## src/rtl/pid_pkg.sv

```systemverilog
// Shared types, gain-select codes and helpers for the time-multiplexed PID controller.
package pid_pkg;

    typedef enum logic [2:0] {
        StIdle,
        StLoad,
        StMulP,
        StMulI,
        StMulD,
        StOut
    } state_t;

    localparam logic [1:0] CFG_KP = 2'd0;
    localparam logic [1:0] CFG_KI = 2'd1;
    localparam logic [1:0] CFG_KD = 2'd2;

    // Channel index width; a single channel still gets a 1-bit field.
    function automatic int unsigned ch_w(input int unsigned n);
        return (n > 32'd1) ? 32'($clog2(n)) : 32'd1;
    endfunction

    function automatic logic signed [63:0] clamp(input logic signed [63:0] v,
                                                 input logic signed [63:0] lo,
                                                 input logic signed [63:0] hi);
        if (v > hi) begin
            return hi;
        end
        if (v < lo) begin
            return lo;
        end
        return v;
    endfunction

endpackage

```

## src/rtl/pid_mac.sv

```systemverilog
// Registered signed multiply-accumulate; the only multiplier in the PID datapath.
module pid_mac #(
    parameter int unsigned A_W   = 17,
    parameter int unsigned B_W   = 18,
    parameter int unsigned ACC_W = 36
) (
    input  logic                    clk,
    input  logic                    rst_n,
    input  logic                    i_en,
    input  logic                    i_clr,
    input  logic signed [A_W-1:0]   i_a,
    input  logic signed [B_W-1:0]   i_b,
    output logic signed [ACC_W-1:0] o_acc
);

    logic signed [A_W+B_W-1:0] w_prod;
    logic signed [ACC_W-1:0]   w_prod_ext;
    logic signed [ACC_W-1:0]   r_acc;

    assign w_prod     = (A_W+B_W)'(i_a) * (A_W+B_W)'(i_b);
    assign w_prod_ext = ACC_W'(w_prod);

    always_ff @(posedge clk or negedge rst_n) begin
        if (!rst_n) begin
            r_acc <= '0;
        end else if (i_en) begin
            r_acc <= i_clr ? w_prod_ext : r_acc + w_prod_ext;
        end
    end

    assign o_acc = r_acc;

endmodule

```

## src/rtl/pid_mux_ctrl.sv

```systemverilog
// Multi-channel PID controller: one shared MAC runs CH_NUM loops per start pulse,
// five cycles per channel, with integrator clamp, anti-windup and output saturation.
module pid_mux_ctrl
    import pid_pkg::*;
#(
    parameter int unsigned              CH_NUM  = 4,
    parameter int unsigned              DATA_W  = 16,
    parameter int unsigned              GAIN_W  = 16,
    parameter int unsigned              FRAC    = 8,
    parameter logic signed [DATA_W-1:0] INT_LIM = 16'sd8192,
    parameter logic signed [DATA_W-1:0] OUT_MAX = 16'sd32767,
    parameter logic signed [DATA_W-1:0] OUT_MIN = -16'sd32768
) (
    input  logic                       clk,
    input  logic                       rst_n,
    input  logic                       cfg_we,
    input  logic [ch_w(CH_NUM)-1:0]    cfg_ch,
    input  logic [1:0]                 cfg_sel,
    input  logic [GAIN_W-1:0]          cfg_data,
    input  logic                       clr_int,
    input  logic                       start,
    input  logic [CH_NUM*DATA_W-1:0]   target,
    input  logic [CH_NUM*DATA_W-1:0]   current,
    output logic                       busy,
    output logic                       out_valid,
    output logic [ch_w(CH_NUM)-1:0]    out_ch,
    output logic signed [DATA_W-1:0]  out_data,
    output logic                       done
);

    localparam int unsigned CH_W  = ch_w(CH_NUM);
    localparam int unsigned ACC_W = GAIN_W + DATA_W + 4;
    localparam int unsigned E_W   = DATA_W + 1;
    localparam int unsigned D_W   = DATA_W + 2;

    state_t                     r_state;
    logic [CH_W-1:0]            r_ch;
    logic [CH_NUM*DATA_W-1:0]   r_target;
    logic [CH_NUM*DATA_W-1:0]   r_current;
    logic [GAIN_W-1:0]          r_kp [CH_NUM];
    logic [GAIN_W-1:0]          r_ki [CH_NUM];
    logic [GAIN_W-1:0]          r_kd [CH_NUM];
    logic signed [DATA_W-1:0]   r_integ [CH_NUM];
    logic signed [E_W-1:0]      r_prev [CH_NUM];
    logic [CH_NUM-1:0]          r_sat_hi;
    logic [CH_NUM-1:0]          r_sat_lo;
    logic signed [E_W-1:0]      r_e;
    logic                       r_busy;
    logic                       r_out_valid;
    logic                       r_done;
    logic [CH_W-1:0]            r_out_ch;
    logic signed [DATA_W-1:0]   r_out_data;

    logic signed [DATA_W-1:0]   w_tgt;
    logic signed [DATA_W-1:0]   w_cur;
    logic signed [E_W-1:0]      w_e;
    logic signed [D_W-1:0]      w_int_sum;
    logic signed [D_W-1:0]      w_diff;
    logic signed [DATA_W-1:0]   w_int_clamped;
    logic signed [DATA_W-1:0]   w_integ_new;
    logic                       w_hold;
    logic                       w_last;
    logic                       w_cfg_ok;
    logic signed [ACC_W-1:0]    w_acc;
    logic signed [ACC_W-1:0]    w_shift;
    logic signed [63:0]         w_shift64;
    logic signed [DATA_W-1:0]   w_y;
    logic                       w_y_hi;
    logic                       w_y_lo;
    logic                       w_mac_en;
    logic                       w_mac_clr;
    logic [GAIN_W-1:0]          w_gain;
    logic signed [GAIN_W:0]     w_mac_a;
    logic signed [D_W-1:0]      w_opnd;

    assign w_tgt = r_target[r_ch*DATA_W +: DATA_W];
    assign w_cur = r_current[r_ch*DATA_W +: DATA_W];
    assign w_e   = E_W'(w_tgt) - E_W'(w_cur);

    assign w_int_sum     = D_W'(r_integ[r_ch]) + D_W'(r_e);
    assign w_int_clamped = DATA_W'(clamp(64'(w_int_sum), -64'(INT_LIM), 64'(INT_LIM)));
    // Stop integrating further into a clamp the output already sits on.
    assign w_hold        = (r_sat_hi[r_ch] && !r_e[E_W-1] && (r_e != '0)) ||
                           (r_sat_lo[r_ch] && r_e[E_W-1]);
    assign w_integ_new   = w_hold ? r_integ[r_ch] : w_int_clamped;
    assign w_diff        = D_W'(r_e) - D_W'(r_prev[r_ch]);

    assign w_shift   = w_acc >>> FRAC;
    assign w_shift64 = 64'(w_shift);
    assign w_y_hi    = w_shift64 > 64'(OUT_MAX);
    assign w_y_lo    = w_shift64 < 64'(OUT_MIN);
    assign w_y       = DATA_W'(clamp(w_shift64, 64'(OUT_MIN), 64'(OUT_MAX)));

    assign w_last   = (r_ch == CH_W'(CH_NUM - 1));
    assign w_cfg_ok = cfg_we && (32'(cfg_ch) < CH_NUM);

    always_comb begin
        w_mac_en  = 1'b0;
        w_mac_clr = 1'b0;
        w_gain    = '0;
        w_opnd    = '0;
        unique case (r_state)
            StMulP: begin
                w_mac_en  = 1'b1;
                w_mac_clr = 1'b1;
                w_gain    = r_kp[r_ch];
                w_opnd    = D_W'(r_e);
            end
            StMulI: begin
                w_mac_en = 1'b1;
                w_gain   = r_ki[r_ch];
                w_opnd   = D_W'(w_integ_new);
            end
            StMulD: begin
                w_mac_en = 1'b1;
                w_gain   = r_kd[r_ch];
                w_opnd   = w_diff;
            end
            default: ;
        endcase
    end

    assign w_mac_a = signed'({1'b0, w_gain});

    pid_mac #(
        .A_W   (GAIN_W + 1),
        .B_W   (D_W),
        .ACC_W (ACC_W)
    ) u_mac (
        .clk   (clk),
        .rst_n (rst_n),
        .i_en  (w_mac_en),
        .i_clr (w_mac_clr),
        .i_a   (w_mac_a),
        .i_b   (w_opnd),
        .o_acc (w_acc)
    );

    always_ff @(posedge clk or negedge rst_n) begin
        if (!rst_n) begin
            r_state     <= StIdle;
            r_ch        <= '0;
            r_target    <= '0;
            r_current   <= '0;
            r_e         <= '0;
            r_sat_hi    <= '0;
            r_sat_lo    <= '0;
            r_busy      <= 1'b0;
            r_out_valid <= 1'b0;
            r_done      <= 1'b0;
            r_out_ch    <= '0;
            r_out_data  <= '0;
            for (int k = 0; k < int'(CH_NUM); k++) begin
                r_kp[k]    <= '0;
                r_ki[k]    <= '0;
                r_kd[k]    <= '0;
                r_integ[k] <= '0;
                r_prev[k]  <= '0;
            end
        end else begin
            r_out_valid <= 1'b0;
            r_done      <= 1'b0;
            unique case (r_state)
                StIdle: begin
                    if (clr_int) begin
                        r_sat_hi <= '0;
                        r_sat_lo <= '0;
                        for (int k = 0; k < int'(CH_NUM); k++) begin
                            r_integ[k] <= '0;
                            r_prev[k]  <= '0;
                        end
                    end
                    if (w_cfg_ok) begin
                        case (cfg_sel)
                            CFG_KP:  r_kp[cfg_ch] <= cfg_data;
                            CFG_KI:  r_ki[cfg_ch] <= cfg_data;
                            CFG_KD:  r_kd[cfg_ch] <= cfg_data;
                            default: ;
                        endcase
                    end
                    if (start) begin
                        r_target  <= target;
                        r_current <= current;
                        r_ch      <= '0;
                        r_busy    <= 1'b1;
                        r_state   <= StLoad;
                    end
                end
                StLoad: begin
                    r_e     <= w_e;
                    r_state <= StMulP;
                end
                StMulP: r_state <= StMulI;
                StMulI: begin
                    r_integ[r_ch] <= w_integ_new;
                    r_state       <= StMulD;
                end
                StMulD: begin
                    r_prev[r_ch] <= r_e;
                    r_state      <= StOut;
                end
                StOut: begin
                    r_out_valid    <= 1'b1;
                    r_out_ch       <= r_ch;
                    r_out_data     <= w_y;
                    r_sat_hi[r_ch] <= w_y_hi;
                    r_sat_lo[r_ch] <= w_y_lo;
                    if (w_last) begin
                        r_done  <= 1'b1;
                        r_busy  <= 1'b0;
                        r_state <= StIdle;
                    end else begin
                        r_ch    <= r_ch + 1'b1;
                        r_state <= StLoad;
                    end
                end
                default: r_state <= StIdle;
            endcase
        end
    end

    assign busy      = r_busy;
    assign out_valid = r_out_valid;
    assign out_ch    = r_out_ch;
    assign out_data  = r_out_data;
    assign done      = r_done;

endmodule

```

## config.mk

```make
export PLATFORM = sky130hd
export DESIGN_NAME = pid_mux_ctrl
export DESIGN_NICKNAME = d
export VERILOG_FILES = /design/src/rtl/pid_pkg.sv /design/src/rtl/pid_mac.sv /design/src/rtl/pid_mux_ctrl.sv
export SDC_FILE = /design/constraint.sdc
export NUM_CORES = 2
export LEC_CHECK = 0
export BUFFER_PORTS_ARGS = -buffer_cell sky130_fd_sc_hd__buf_2
export CORE_UTILIZATION = 40
export CTS_CLUSTER_DIAMETER = 50
export DETAILED_ROUTE_END_ITERATION = 16
export GPL_TIMING_DRIVEN = 0
export PLACE_DENSITY = 0.64
export SLEW_MARGIN = 20
export SYNTH_ARGS = -nofsm -noshare
export SYNTH_HDL_FRONTEND = slang
export SYNTH_HIERARCHICAL = 1
export SYNTH_SLANG_ARGS = --single-unit
```

## constraint.sdc

```tcl
create_clock -name clk -period 23.7 [get_ports clk]
set_clock_uncertainty 0.1 [all_clocks]
set_input_delay 3.555 -clock clk [delete_from_list [all_inputs] [get_ports clk]]
set_output_delay 3.555 -clock clk [all_outputs]
set_load 0.02 [all_outputs]
```

==> flow_summary.ini <==
[outcome]
outcome = finished clean

[setup_path]
cp.arrival_ns = 16.16
reg2reg_setup_slack_ns = 7.95
timing.rr.start = r_ch[1]
cpMostUsedCell = fa_1
crit_required_ns = 24.12
crit_buf_inv = 10
critical-path-top-delay-family = compound AO/OA/AOI/OAI gates
start_kind = flop
crit_fanout = 10
criticalPathCategory = reg2reg
cp_slowest_cell = buf_1
endpoint_kind = flop
max_stage_delay_ns = 0.81
cp-startpoint = r_ch[1]

[clock_tree]
htree_levels = 3
cts_resized = 0
clkSinkCount = 539
cts_hold_buffers = 0
cts_made_buffers = 73
clk_latency_ns = 0.66
clkSlewWorstSetupHoldPaths_ns = 0.06
post_cts_buffers = 0
clockRootBuffer = clkbuf_16
cts_tree = done
cts_buffer_depth = 3

[layout]
final_core_util_pct = 45.8
nNetsFinal = 4587
drive_gt1_share_pct = 20.5
layout_commonest_cell = dfrtp_1
fillers = 9223
seqCellArea_um2 = 13500
final_area_um2 = 45800
mostFrequentLayoutCells = dfrtp_1, inv_1, mux2_2
area_growth_pct = 13.3
multi_input_area_um2 = 24500

[routing]
avgViaCountPerCell = 5.46
num_vias = 28907
drt_wl_total_um = 110000
first_pass_iters = 6
ant_nets = 0
wire_per_inst_um = 20.8
drt_iter0_drc = 2089
drcViolationCount = 0

[worst_hold_path]
worstHoldPathType = reg2reg
hp-start = out_data[13]

[placement]
post_dp_cell_area_um2 = 43100
dpl.hpwl_um = 84100
io_buffers = 171
globalplace.congestion = 0.943

[sta]
slew_headroom_pct = 22.9
tightest_slew_ns = 1.16
hold_viol_final = 0
final.setup.tns_ns = 0
finalCritPeriodShare_pct = 66.4
setup_viol = 0
fin_crit_ns = 15.75
whs_ns = 0.370
slew_violations = 0
rsz0062_at_grt = false
fmax_mhz = 63.5

[logic_synthesis]
synth_compound_area_share_pct = 10.9
yosysTopAreaCell = dfrtp_1
synth_flop_cell = dfrtp_1
synthArstFlopShare_pct = 100
syn_area_um2 = 40400
synth_warnings = 6
synth-xor-area-share_pct = 2.23
ys_top_cells_by_area = dfrtp_1, fa_1, mux2_2
synth_top_family_by_area = adder cells
ys_ff_latch = 539
synth-edff-count = 0
synthMuxAreaShare_pct = 16.2
synth-simple-area-share_pct = 9.79
ys_types = 88
syn-mean-instance-area_um2 = 11.0
synth_top_area_share_pct = 33.4
yosysSeqAreaShare_pct = 33.4
synthCells = 3678
synthAdderAreaFrac_pct = 21.2

[floorplan]
start_util_pct = 40.4
boundaryPins = 174
dieArea_um2 = 102000
rows = 116
die_y_um = 320
core-area_um2 = 100000
die_w_um = 320

[grt]
track_usage_pct = 22.0
grt-ovfl-total = 0
grt_antenna_before_repair = 12
grt_max_degree = 98
grt_pass1_vias = 30000
grt_pass1_wl_um = 176000

[run]
max_cap_viol_count = 0
## worst register-to-register path, delay by kind of cell (launching register included)
kind / cells / cell delay, ns
buf+inv: 10 / 4.16
mux: 1 / 0.43
flops: 1 / 0.37
simple gates: 9 / 2.11
compound gates: 15 / 4.17
xor+xnor: 2 / 0.28
fa+ha+maj: 9 / 3.98
## routing by layer
layer / up-vias / share of wire (%) / GRT usage, % / wire, um
li1: 13119 / - / - / -
met4: 20 / 3.3 / 7.24 / 3640
met1: 14586 / 44 / 30.0 / 48500
met2: 972 / 46 / 35.2 / 51100
met5: - / 0.091 / 0 / 100
met3: 210 / 6.2 / 3.96 / 6840
## flip-flops by register name, summed over array words and instances, names as in the netlist
signal	flops
busy	1
done	1
out_ch	2
out_data	16
out_valid	1
r_ch	2
r_current	64
r_e	17
r_integ	64
r_kd	64
r_ki	64
r_kp	64
r_prev	68
r_sat_hi	4
r_sat_lo	4
r_state	3
r_target	64
u_mac/o_acc	36
## logic make-up after synthesis
kind of cell	after synthesis
buffers and inverters	647
AO/OA/AOI/OAI	609
multiplexers	471
other	1
adder cells (fa/ha/maj)	496
flip-flops	539
XOR/XNOR	103
AND/OR/NAND/NOR	812
## path summary, 6_finish.rpt
path	depth (start not counted)	to
hold reg to reg	2	out_data[13]
setup reg to reg	46	u_mac/o_acc[34]
hold / removal	2	out_data[13]
setup / recovery	46	u_mac/o_acc[34]
max in group asynchronous	4	r_kp[52]
min in group asynchronous	1	out_data[15]
## metrics by stage
stage               cells  setup WS (ns)
floorplan            3683          11.34
global placement     5152           7.25
detailed placement   5161           7.81
CTS                  5295           7.76
global route         5295           7.23
finish               5297           7.95
## layout make-up
cell class | count | share of cell area, %
multi-input cells | 2497 | 53.4
flip-flops and latches | 539 | 29.5
clock buffers | 89 | 4.25
inverters | 449 | 3.68
well taps | 1298 | 3.55
repair buffers | 180 | 2.30
plain buffers | 198 | 1.82
clock inverters | 45 | 1.47
diodes | 2 | 0.0109
## Yosys cell counts (41+ instances only)
cell,number
dfrtp_1,539
inv_1,448
mux2_2,323
fa_1,315
nand2_1,273
ha_1,181
and2_1,179
clkbuf_1,167
nor2_1,158
a21oi_1,139
o21ai_0,129
mux4_2,115
a22o_1,83
nand3_1,67
xnor2_1,65
a31oi_1,41
Power is left out: the tool's default activity adds up to more than one toggle a clock period on the data nets, which glitch-free logic cannot reach.
